**src/rtl/ddr3_phy_pkg.sv**
```systemverilog
// ddr3_phy_pkg
//   Shared types and defaults for the DDR3 PHY receive-lane logic.
//   - align_state_e   : lane-alignment FSM states
//   - DEF_DATA_WIDTH  : default deserialization ratio
//   - DEF_TRAIN_PATTERN : default aligned training word
package ddr3_phy_pkg;

  localparam int          DEF_DATA_WIDTH    = 4;
  localparam logic [3:0]  DEF_TRAIN_PATTERN = 4'b1010;

  typedef enum logic [2:0] {
    IDLE,
    LOAD,
    SETTLE,
    CHECK,
    SLIP_OR_MOVE,
    DONE,
    FAIL
  } align_state_e;

endpackage

```
**src/rtl/ddr3_rx_pulse_settle.sv**
```systemverilog
// ddr3_rx_pulse_settle
//   One-cycle pulse generator for the LOAD / SLIP / MOVE requests of the
//   alignment FSM, plus the settle down-counter that every pulse restarts.
//   Ports:
//     gclk, grst_n            : clock, async active-low reset
//     fire_load/slip/move     : one-cycle requests from the FSM
//     load/slip/move_pulse    : mutually exclusive pulses to the IOD
//     settle_done             : high in the last cycle of the settle window
//     after_move              : most recent pulse was a MOVE
module ddr3_rx_pulse_settle #(
  parameter int SETTLE_CYC = 4
) (
  input  logic gclk,
  input  logic grst_n,
  input  logic fire_load,
  input  logic fire_slip,
  input  logic fire_move,
  output logic load_pulse,
  output logic slip_pulse,
  output logic move_pulse,
  output logic settle_done,
  output logic after_move
);

  localparam int CW = 4;

  logic [CW-1:0] cnt_q, cnt_d;
  logic          after_move_q, after_move_d;
  logic          any_fire;

  always_comb begin
    // fixed priority keeps the three pulses exclusive even if the FSM misbehaves
    load_pulse   = fire_load;
    slip_pulse   = fire_slip & ~fire_load;
    move_pulse   = fire_move & ~fire_load & ~fire_slip;
    any_fire     = fire_load | fire_slip | fire_move;
    cnt_d        = cnt_q;
    after_move_d = after_move_q;
    if (any_fire) begin
      cnt_d        = CW'(SETTLE_CYC);
      after_move_d = move_pulse;
    end else if (cnt_q != '0) begin
      cnt_d = cnt_q - CW'(1);
    end
  end

  always_ff @(posedge gclk or negedge grst_n) begin
    if (!grst_n) begin
      cnt_q        <= '0;
      after_move_q <= 1'b0;
    end else begin
      cnt_q        <= cnt_d;
      after_move_q <= after_move_d;
    end
  end

  assign settle_done = (cnt_q == CW'(1));
  assign after_move  = after_move_q;

endmodule

```
**src/rtl/ddr3_rx_lane_align.sv**
```systemverilog
// ddr3_rx_lane_align
//   Per-lane read-capture word alignment. Trains the IOD bit-slip and delay
//   line until RX_DATA_0 shows TRAIN_PATTERN for MATCH_CNT consecutive words.
//   Ports:
//     FAB_CLK, ARST_N            : clock, async active-low reset
//     START                      : training request (ignored while BUSY)
//     RX_DATA_0                  : deserialized word from IOD
//     DELAY_LINE_OUT_OF_RANGE_0  : IOD delay limit flag
//     RX_BIT_SLIP_0, DELAY_LINE_MOVE_0/DIRECTION_0/LOAD_0 : IOD controls
//     BUSY, ALIGN_DONE, ALIGN_FAIL, TAP_CNT : status
//     RX_DATA_OUT                : RX_DATA_0 delayed one cycle
//   Optional (DDR3_RX_ALIGN_MONITOR_EN): ERR_CNT, LOCK_LOST post-lock monitor.
module ddr3_rx_lane_align
  import ddr3_phy_pkg::*;
#(
  parameter int                    DATA_WIDTH    = DEF_DATA_WIDTH,
  parameter logic [DATA_WIDTH-1:0] TRAIN_PATTERN = DATA_WIDTH'(DEF_TRAIN_PATTERN),
  parameter int                    MATCH_CNT     = 8,
  parameter int                    SETTLE_CYC    = 4,
  parameter int                    MAX_TAPS      = 128
) (
  input  logic                  FAB_CLK,
  input  logic                  ARST_N,
  input  logic                  START,
  input  logic [DATA_WIDTH-1:0] RX_DATA_0,
  input  logic                  DELAY_LINE_OUT_OF_RANGE_0,
  output logic                  RX_BIT_SLIP_0,
  output logic                  DELAY_LINE_MOVE_0,
  output logic                  DELAY_LINE_DIRECTION_0,
  output logic                  DELAY_LINE_LOAD_0,
  output logic                  BUSY,
  output logic                  ALIGN_DONE,
  output logic                  ALIGN_FAIL,
  output logic [7:0]            TAP_CNT,
  output logic [DATA_WIDTH-1:0] RX_DATA_OUT
`ifdef DDR3_RX_ALIGN_MONITOR_EN
  ,
  output logic [15:0]           ERR_CNT,
  output logic                  LOCK_LOST
`endif
);

  align_state_e          state_q, state_d;
  logic [7:0]            tap_cnt_q, tap_cnt_d;
  logic [7:0]            slip_cnt_q, slip_cnt_d;
  logic [7:0]            match_cnt_q, match_cnt_d;
  logic [DATA_WIDTH-1:0] rx_data_q;
  logic                  fire_load, fire_slip, fire_move;
  logic                  settle_done, after_move;
  logic                  busy, start_acc, word_ok;

  assign busy      = (state_q != IDLE) && (state_q != DONE) && (state_q != FAIL);
  assign start_acc = START && !busy;
  assign word_ok   = (RX_DATA_0 == TRAIN_PATTERN);

  always_comb begin
    state_d     = state_q;
    tap_cnt_d   = tap_cnt_q;
    slip_cnt_d  = slip_cnt_q;
    match_cnt_d = match_cnt_q;
    fire_load   = 1'b0;
    fire_slip   = 1'b0;
    fire_move   = 1'b0;
    unique case (state_q)
      IDLE, DONE, FAIL: if (START) state_d = LOAD;
      LOAD: begin
        fire_load  = 1'b1;
        tap_cnt_d  = '0;
        slip_cnt_d = '0;
        state_d    = SETTLE;
      end
      SETTLE: begin
        match_cnt_d = '0;
        // a delay line pushed past its limit cannot be trusted even if data looks good
        if (after_move && DELAY_LINE_OUT_OF_RANGE_0) state_d = FAIL;
        else if (settle_done)                        state_d = CHECK;
      end
      CHECK: begin
        if (word_ok) begin
          if (match_cnt_q == 8'(MATCH_CNT - 1)) state_d = DONE;
          else match_cnt_d = match_cnt_q + 8'd1;
        end else if (match_cnt_q == '0) begin
          state_d = SLIP_OR_MOVE;
        end else begin
          // a broken run gets one fresh attempt at this setting
          match_cnt_d = '0;
        end
      end
      SLIP_OR_MOVE: begin
        if (slip_cnt_q < 8'(DATA_WIDTH - 1)) begin
          fire_slip  = 1'b1;
          slip_cnt_d = slip_cnt_q + 8'd1;
          state_d    = SETTLE;
        end else begin
          slip_cnt_d = '0;
          if (tap_cnt_q == 8'(MAX_TAPS - 1)) begin
            state_d = FAIL;
          end else begin
            fire_move = 1'b1;
            if (tap_cnt_q != 8'hFF) tap_cnt_d = tap_cnt_q + 8'd1;
            state_d = SETTLE;
          end
        end
      end
      default: state_d = IDLE;
    endcase
  end

  always_ff @(posedge FAB_CLK or negedge ARST_N) begin
    if (!ARST_N) begin
      state_q     <= IDLE;
      tap_cnt_q   <= '0;
      slip_cnt_q  <= '0;
      match_cnt_q <= '0;
      rx_data_q   <= '0;
    end else begin
      state_q     <= state_d;
      tap_cnt_q   <= tap_cnt_d;
      slip_cnt_q  <= slip_cnt_d;
      match_cnt_q <= match_cnt_d;
      rx_data_q   <= RX_DATA_0;
    end
  end

  ddr3_rx_pulse_settle #(
    .SETTLE_CYC (SETTLE_CYC)
  ) u_pulse (
    .gclk        (FAB_CLK),
    .grst_n      (ARST_N),
    .fire_load   (fire_load),
    .fire_slip   (fire_slip),
    .fire_move   (fire_move),
    .load_pulse  (DELAY_LINE_LOAD_0),
    .slip_pulse  (RX_BIT_SLIP_0),
    .move_pulse  (DELAY_LINE_MOVE_0),
    .settle_done (settle_done),
    .after_move  (after_move)
  );

  // training only ever steps the delay upward
  assign DELAY_LINE_DIRECTION_0 = busy;
  assign BUSY                   = busy;
  assign ALIGN_DONE             = (state_q == DONE);
  assign ALIGN_FAIL             = (state_q == FAIL);
  assign TAP_CNT                = tap_cnt_q;
  assign RX_DATA_OUT            = rx_data_q;

`ifdef DDR3_RX_ALIGN_MONITOR_EN
  logic [15:0] err_cnt_q, err_cnt_d;
  logic        lock_lost_q, lock_lost_d;

  always_comb begin
    err_cnt_d = err_cnt_q;
    if (start_acc) err_cnt_d = '0;
    else if (state_q == DONE && !word_ok && err_cnt_q != 16'hFFFF)
      err_cnt_d = err_cnt_q + 16'd1;
    lock_lost_d = start_acc ? 1'b0 : (lock_lost_q | (err_cnt_d >= 16'd16));
  end

  always_ff @(posedge FAB_CLK or negedge ARST_N) begin
    if (!ARST_N) begin
      err_cnt_q   <= '0;
      lock_lost_q <= 1'b0;
    end else begin
      err_cnt_q   <= err_cnt_d;
      lock_lost_q <= lock_lost_d;
    end
  end

  assign ERR_CNT   = err_cnt_q;
  assign LOCK_LOST = lock_lost_q;
`endif

endmodule

```
**config.mk**
```make
export PLATFORM = sky130hd
export DESIGN_NAME = ddr3_rx_lane_align
export DESIGN_NICKNAME = d
export VERILOG_FILES = /design/src/rtl/ddr3_phy_pkg.sv /design/src/rtl/ddr3_rx_pulse_settle.sv /design/src/rtl/ddr3_rx_lane_align.sv
export SDC_FILE = /design/constraint.sdc
export NUM_CORES = 1
export LEC_CHECK = 0
export BUFFER_PORTS_ARGS = -buffer_cell sky130_fd_sc_hd__buf_2
export CAP_MARGIN = 25
export CORE_MARGIN = 4
export CORE_UTILIZATION = 40
export CTS_CLUSTER_SIZE = 30
export DETAILED_ROUTE_END_ITERATION = 16
export GPL_ROUTABILITY_DRIVEN = 0
export PLACE_DENSITY_LB_ADDON = 0.25
export SLEW_MARGIN = 20
export SYNTH_ARGS = -nofsm -noshare
export SYNTH_HDL_FRONTEND = slang
export SYNTH_SLANG_ARGS = --single-unit
```
**constraint.sdc**
```tcl
create_clock -name FAB_CLK -period 4.1 [get_ports FAB_CLK]
set_clock_uncertainty 0.1 [all_clocks]
set_input_delay 0.41 -clock FAB_CLK [delete_from_list [all_inputs] [get_ports FAB_CLK]]
set_output_delay 0.41 -clock FAB_CLK [all_outputs]
set_load 0.05 [all_outputs]
```
# Word level (Yosys, flattened, before mapping)
# Cells that the tools add are included.
# op_classes
add_sub_neg,4
magnitude_cmp,1
n_eq_ne,22
n_mux,27
n_bitwise,7
n_reduce_logical,14
# op_table
op,n
8-bit 2-to-1 mux,7
8-bit one-hot mux with 2 select lines,3
"8-bit by 1-bit adder with 8-bit output, second input constant",3
3-bit 2-to-1 mux,8
"3-bit inequality test, second input constant",7
3-bit one-hot mux with 5 select lines,1
"3-bit == test, second input constant",3
"8-bit by 3-bit == test with 1-bit output, second input constant",1
"8-bit by 7-bit == test with 1-bit output, second input constant",1
8-bit zero test,1
"8-bit by 2-bit < comparator with 1-bit output, second input constant",1
4-bit 2-to-1 mux,2
"2-bit inequality test, second input constant",4
"8-bit inequality test, second input constant",1
4-bit AND reduction,2
"3-bit by 2-bit == test with 1-bit output, second input constant",2
1-bit 2-to-1 mux,6
2-bit nonzero test,3
"4-bit by 1-bit == test with 1-bit output, second input constant",1
"4-bit == test, second input constant",1
4-bit nonzero test,1
"4-bit by 1-bit subtractor with 4-bit output, second input constant",1
1-bit AND,3
"3-bit by 1-bit == test with 1-bit output, second input constant",1
other kinds (7),11
# word_totals
reg_bits,36
inputBits,8
out_inout_bits,19
word_cells,82

# Longest topological paths before layout
# logic_depth
word_depth,6
ltp_mapped,7
ltp_nobuf,7

# By module
# A second synthesis with hierarchy kept.
# hier_totals
hier_cells,204
hier_area_um2,1959.4
# modules_own_cells
mod,n_inst,cells_per_inst,area_each_um2
ddr3_rx_lane_align,1,174,1651.6
ddr3_rx_pulse_settle,1,30,307.8

# Worst setup path before layout
# No wires, ideal clock.
# synth_path
path_type,register to output
startpoint,"register tap_cnt_q[0], in the netlist TAP_CNT[0]"
endpoint,output port DELAY_LINE_MOVE_0
arrival_ps,1902
t_required_ps,3590
path_slack_ps,1688
stages_incl_launch_ff,6
n_path_buf,0
path_cell_list,dfrtp_1 -> ha_1 -> and3_1 -> nand4_1 -> or2_1 -> and2_1
# synth_between
elab_chain_cells,6
# synth_lines
item,line_no,text
from (decl),ddr3_rx_lane_align.sv:44,"logic [7:0] tap_cnt_q, tap_cnt_d;"
from (signal assigned),ddr3_rx_lane_align.sv:118,tap_cnt_q <= tap_cnt_d;
8-bit by 7-bit == test with 1-bit output,ddr3_rx_lane_align.sv:96,if (tap_cnt_q == 8'(MAX_TAPS - 1)) begin
1-bit 2-to-1 mux,ddr3_rx_lane_align.sv:96,
1-bit 2-to-1 mux,ddr3_rx_lane_align.sv:90,if (slip_cnt_q < 8'(DATA_WIDTH - 1)) begin
1-bit 2-to-1 mux,ddr3_rx_lane_align.sv:64,unique case (state_q)
1-bit AND (2 in a row),ddr3_rx_pulse_settle.sv:35,move_pulse = fire_move & ~fire_load & ~fire_slip;
to (decl),ddr3_rx_lane_align.sv:28,"output logic DELAY_LINE_MOVE_0,"
# No other way between the ends.

# Worst setup path in the final report
# layout_path
startpoint,register slip_cnt_q[7]
endpoint,output port RX_BIT_SLIP_0
# layout_between
elab_chain_cells,4
# layout_lines
item,line_no,text
from (decl),ddr3_rx_lane_align.sv:45,"logic [7:0] slip_cnt_q, slip_cnt_d;"
from (signal assigned),ddr3_rx_lane_align.sv:119,slip_cnt_q <= slip_cnt_d;
8-bit by 2-bit < comparator with 1-bit output,ddr3_rx_lane_align.sv:90,
1-bit 2-to-1 mux,ddr3_rx_lane_align.sv:90,
1-bit 2-to-1 mux,ddr3_rx_lane_align.sv:64,
1-bit AND,ddr3_rx_pulse_settle.sv:34,slip_pulse = fire_slip & ~fire_load;
to (decl),ddr3_rx_lane_align.sv:27,"output logic RX_BIT_SLIP_0,"
# No other way between the ends.

==> results.md <==
* Sequential fraction of the synthesis area at 48.4%
* Mapped cell area at 1860 um^2
* Synth top area share at 48.4%
* RSZ-0062 raised after global routing: false
* Asr flop ratio synth at 100%
* Worst setup EP type: output port
* Final setup violation count at 0
* Synth Net Count at 207
* WL/cell at 13.4 um
* Post-synthesis cell count at 192
* Dpl cells at 262
* Hold Fails Final Rpt at 0
* Via count at 1,443
* Synth top area cells: dfrtp_1 (48%), ha_1 (4.7%), and3_1 (3.7%)
* Yosys synthesis warning count at 0
* Peak Freq at 383 MHz
* Pin count of the biggest net entering global routing at 37
* Total global routing track utilization at 13.8%
* Flops & latches, synth at 36
* Slew HR at 46.8%
* Power Density at 303 nW/um^2
* Root buf cell: clkbuf_8
* Synth Flop Type: dfrtp_1
* Post-CTS Hold Buffers at 0
* Final non-filler cell total at 270
* Number of global-route vias before repair at 1,446
* Via density at 5.34
* Maximum vdd drop at 0.172 mV
* WL final at 3630 um
* HP Class: input port to async pin
* Remaining Overflow, GRT at 0
* Pre-antenna DRT Iters at 4
* Leak at 1.07 nW
* Starting Density at 42.1%
* Die H at 76.2 um
* Initial antenna violation count at 0
* Cell Rows at 24
* Drt initial violations at 65
* Final Slew Violations at 0
* CTS tree: built
* Area growth, synth to finish at 12.9%
* Worst Path Arrival at 2.10 ns
* Most common cell in the netlist: dfrtp_1
* Largest buffer count on any clock path at 2
* Die width at 76.2 um
* Final ANT Viol Nets at 0
* Clock Latency Late Sink at 0.29 ns
* CP Max Fanout at 4
* Die area at 5810 um^2
* Diode count at 0
* Clk sink count at 36
* Final setup TNS at 0 ns
* Worst Max-Slew Pin Slew at 0.797 ns
* CP required at 3.59 ns
* Core box area at 4410 um^2
* Global-route wire length before repair at 6630 um
* DRC at 0
* Status: finished, final reports clean
* Post-cts sizing count at 0
* Syn_area_per_cell at 9.69 um^2
* H-tree level count at 2
* Clk pin slew, worst setup/hold paths at 0.07 ns
* Cts bufs inserted at 5
* Kind of critical path: flip-flop to output port
* PortBufs at 26
* Cell variety after synth at 49
* Post-synth EDFFs at 0
* Postcts setup bufs at 0
* Filler cells at 438
* Period utilization at 63.8%
* Max-cap check violation count at 0
* Post-synth top area cell: dfrtp_1
* Hpwl dp at 2530 um
* Post-synth top cells: dfrtp_1 (36), nor2_1 (18), nand2_1 (13)
* Layout cells sized above 1 at 17.9%
* Io pins at 27
* Tmin final at 2.61 ns
* CP startpoint kind: flip-flop
* Nets@finish at 232
-- worst max-delay path, cell delays in order, from the launching register on --
cell and delay [ns]:
dfrtp_1 0.37, nor4_1 0.60, nand2_1 0.23, nor2_1 0.29
buf_2 0.33
-- cells in the final DEF, fill, tap and decap left out, types with 2 or more instances in the layout --
| cell type | instances |
|---|---|
| clkbuf_8 | 6 |
| buf_2 | 26 |
| nand2b_1 | 5 |
| nand2_1 | 13 |
| or3b_1 | 2 |
| o21ai_0 | 7 |
| inv_1 | 8 |
| and3_1 | 11 |
| a21oi_1 | 9 |
| ha_1 | 7 |
| nand3b_1 | 2 |
| dfrtp_1 | 36 |
| nor3b_1 | 2 |
| nor3_1 | 4 |
| clkbuf_1 | 2 |
| o21ai_1 | 11 |
| or2_1 | 2 |
| a31oi_1 | 3 |
| o31ai_1 | 3 |
| and3b_1 | 2 |
| or3_1 | 4 |
| nor2_1 | 18 |
| nand3_1 | 7 |
| mux2_1 | 2 |
| nor2b_1 | 2 |
-- area by class of cell --
| cell class | instances | area, um^2 | area share, % |
|---|---|---|---|
| clock buffers | 8 | 90.1 | 4.29 |
| inverters | 9 | 33.8 | 1.61 |
| multi-input cells | 139 | 881 | 41.9 |
| flip-flops and latches | 36 | 901 | 42.9 |
| well taps | 52 | 65.1 | 3.10 |
| repair buffers | 26 | 130 | 6.19 |
-- report_power, final --
part | total (W) | switching (W) | leakage [nW] | internal (W)
registers | 0.000357 | 0.000000346 | 0.489 | 0.000357
clock network | 0.000259 | 0.000122 | 0.0455 | 0.000137
logic | 0.0000206 | 0.0000163 | 0.533 | 0.00000432
-- state kept, by name (all words and copies together) (netlist names) --
| signal | cells |
|---|---|
| TAP_CNT | 8 |
| RX_DATA_OUT | 4 |
| match_cnt_q | 8 |
| state_q | 3 |
| slip_cnt_q | 8 |
| u_pulse.cnt_q | 4 |
| u_pulse.after_move | 1 |
-- kinds of logic (layout without fill, tap and decap cells) --
family	count (synthesis)	count (layout)	synth area share, %
multiplexers	4	4	2.35
XOR/XNOR	2	2	0.942
AO/OA/AOI/OAI	45	45	15.3
adder cells (fa/ha/maj)	7	7	4.71
AND/OR/NAND/NOR	81	81	24.1
buffers and inverters	17	43	4.24
flip-flops	36	36	48.4
-- path summary, 6_finish.rpt --
kind,slack [ns],from,cells after the start,to
max,1.49,slip_cnt_q[7],4,RX_BIT_SLIP_0
min,0.10,ARST_N,1,slip_cnt_q[1]
max reg2reg,1.92,state_q[0],5,TAP_CNT[7]
min reg2reg,0.38,match_cnt_q[7],1,match_cnt_q[7]
max in group asynchronous,3.29,ARST_N,1,TAP_CNT[0]
min in group FAB_CLK,0.13,RX_DATA_0[2],1,RX_DATA_OUT[2]
-- metal layers --
| layer | GRT usage [%] | wire [um] | vias up |
|---|---|---|---|
| met1 | 18.9 | 1840 | 674 |
| met4 | 5.77 | 68 | 0 |
| met3 | 4.26 | 169 | 8 |
| met2 | 20.1 | 1550 | 27 |
| li1 | - | - | 734 |
| met5 | 0 | 0 | - |
-- per-stage QoR --
step / area (um^2) / hold slack (ns) / worst slack [ns] / power [W] / util (%)
3_5_place_dp: 2010 / 0.372 / 1.84 / 0.000386 / 45.5
5_1_grt: 2100 / 0.117 / 1.27 / 0.000665 / 47.6
2_1_floorplan: 1860 / 0.0144 / 1.69 / 0.000373 / -
3_3_place_gp: 2010 / 0.371 / 1.87 / 0.000386 / 45.5
6_report: 2100 / 0.103 / 1.49 / 0.000637 / 47.6
4_1_cts: 2100 / 0.126 / 1.50 / 0.000648 / 47.6
Power figures use the tool's default switching activity.
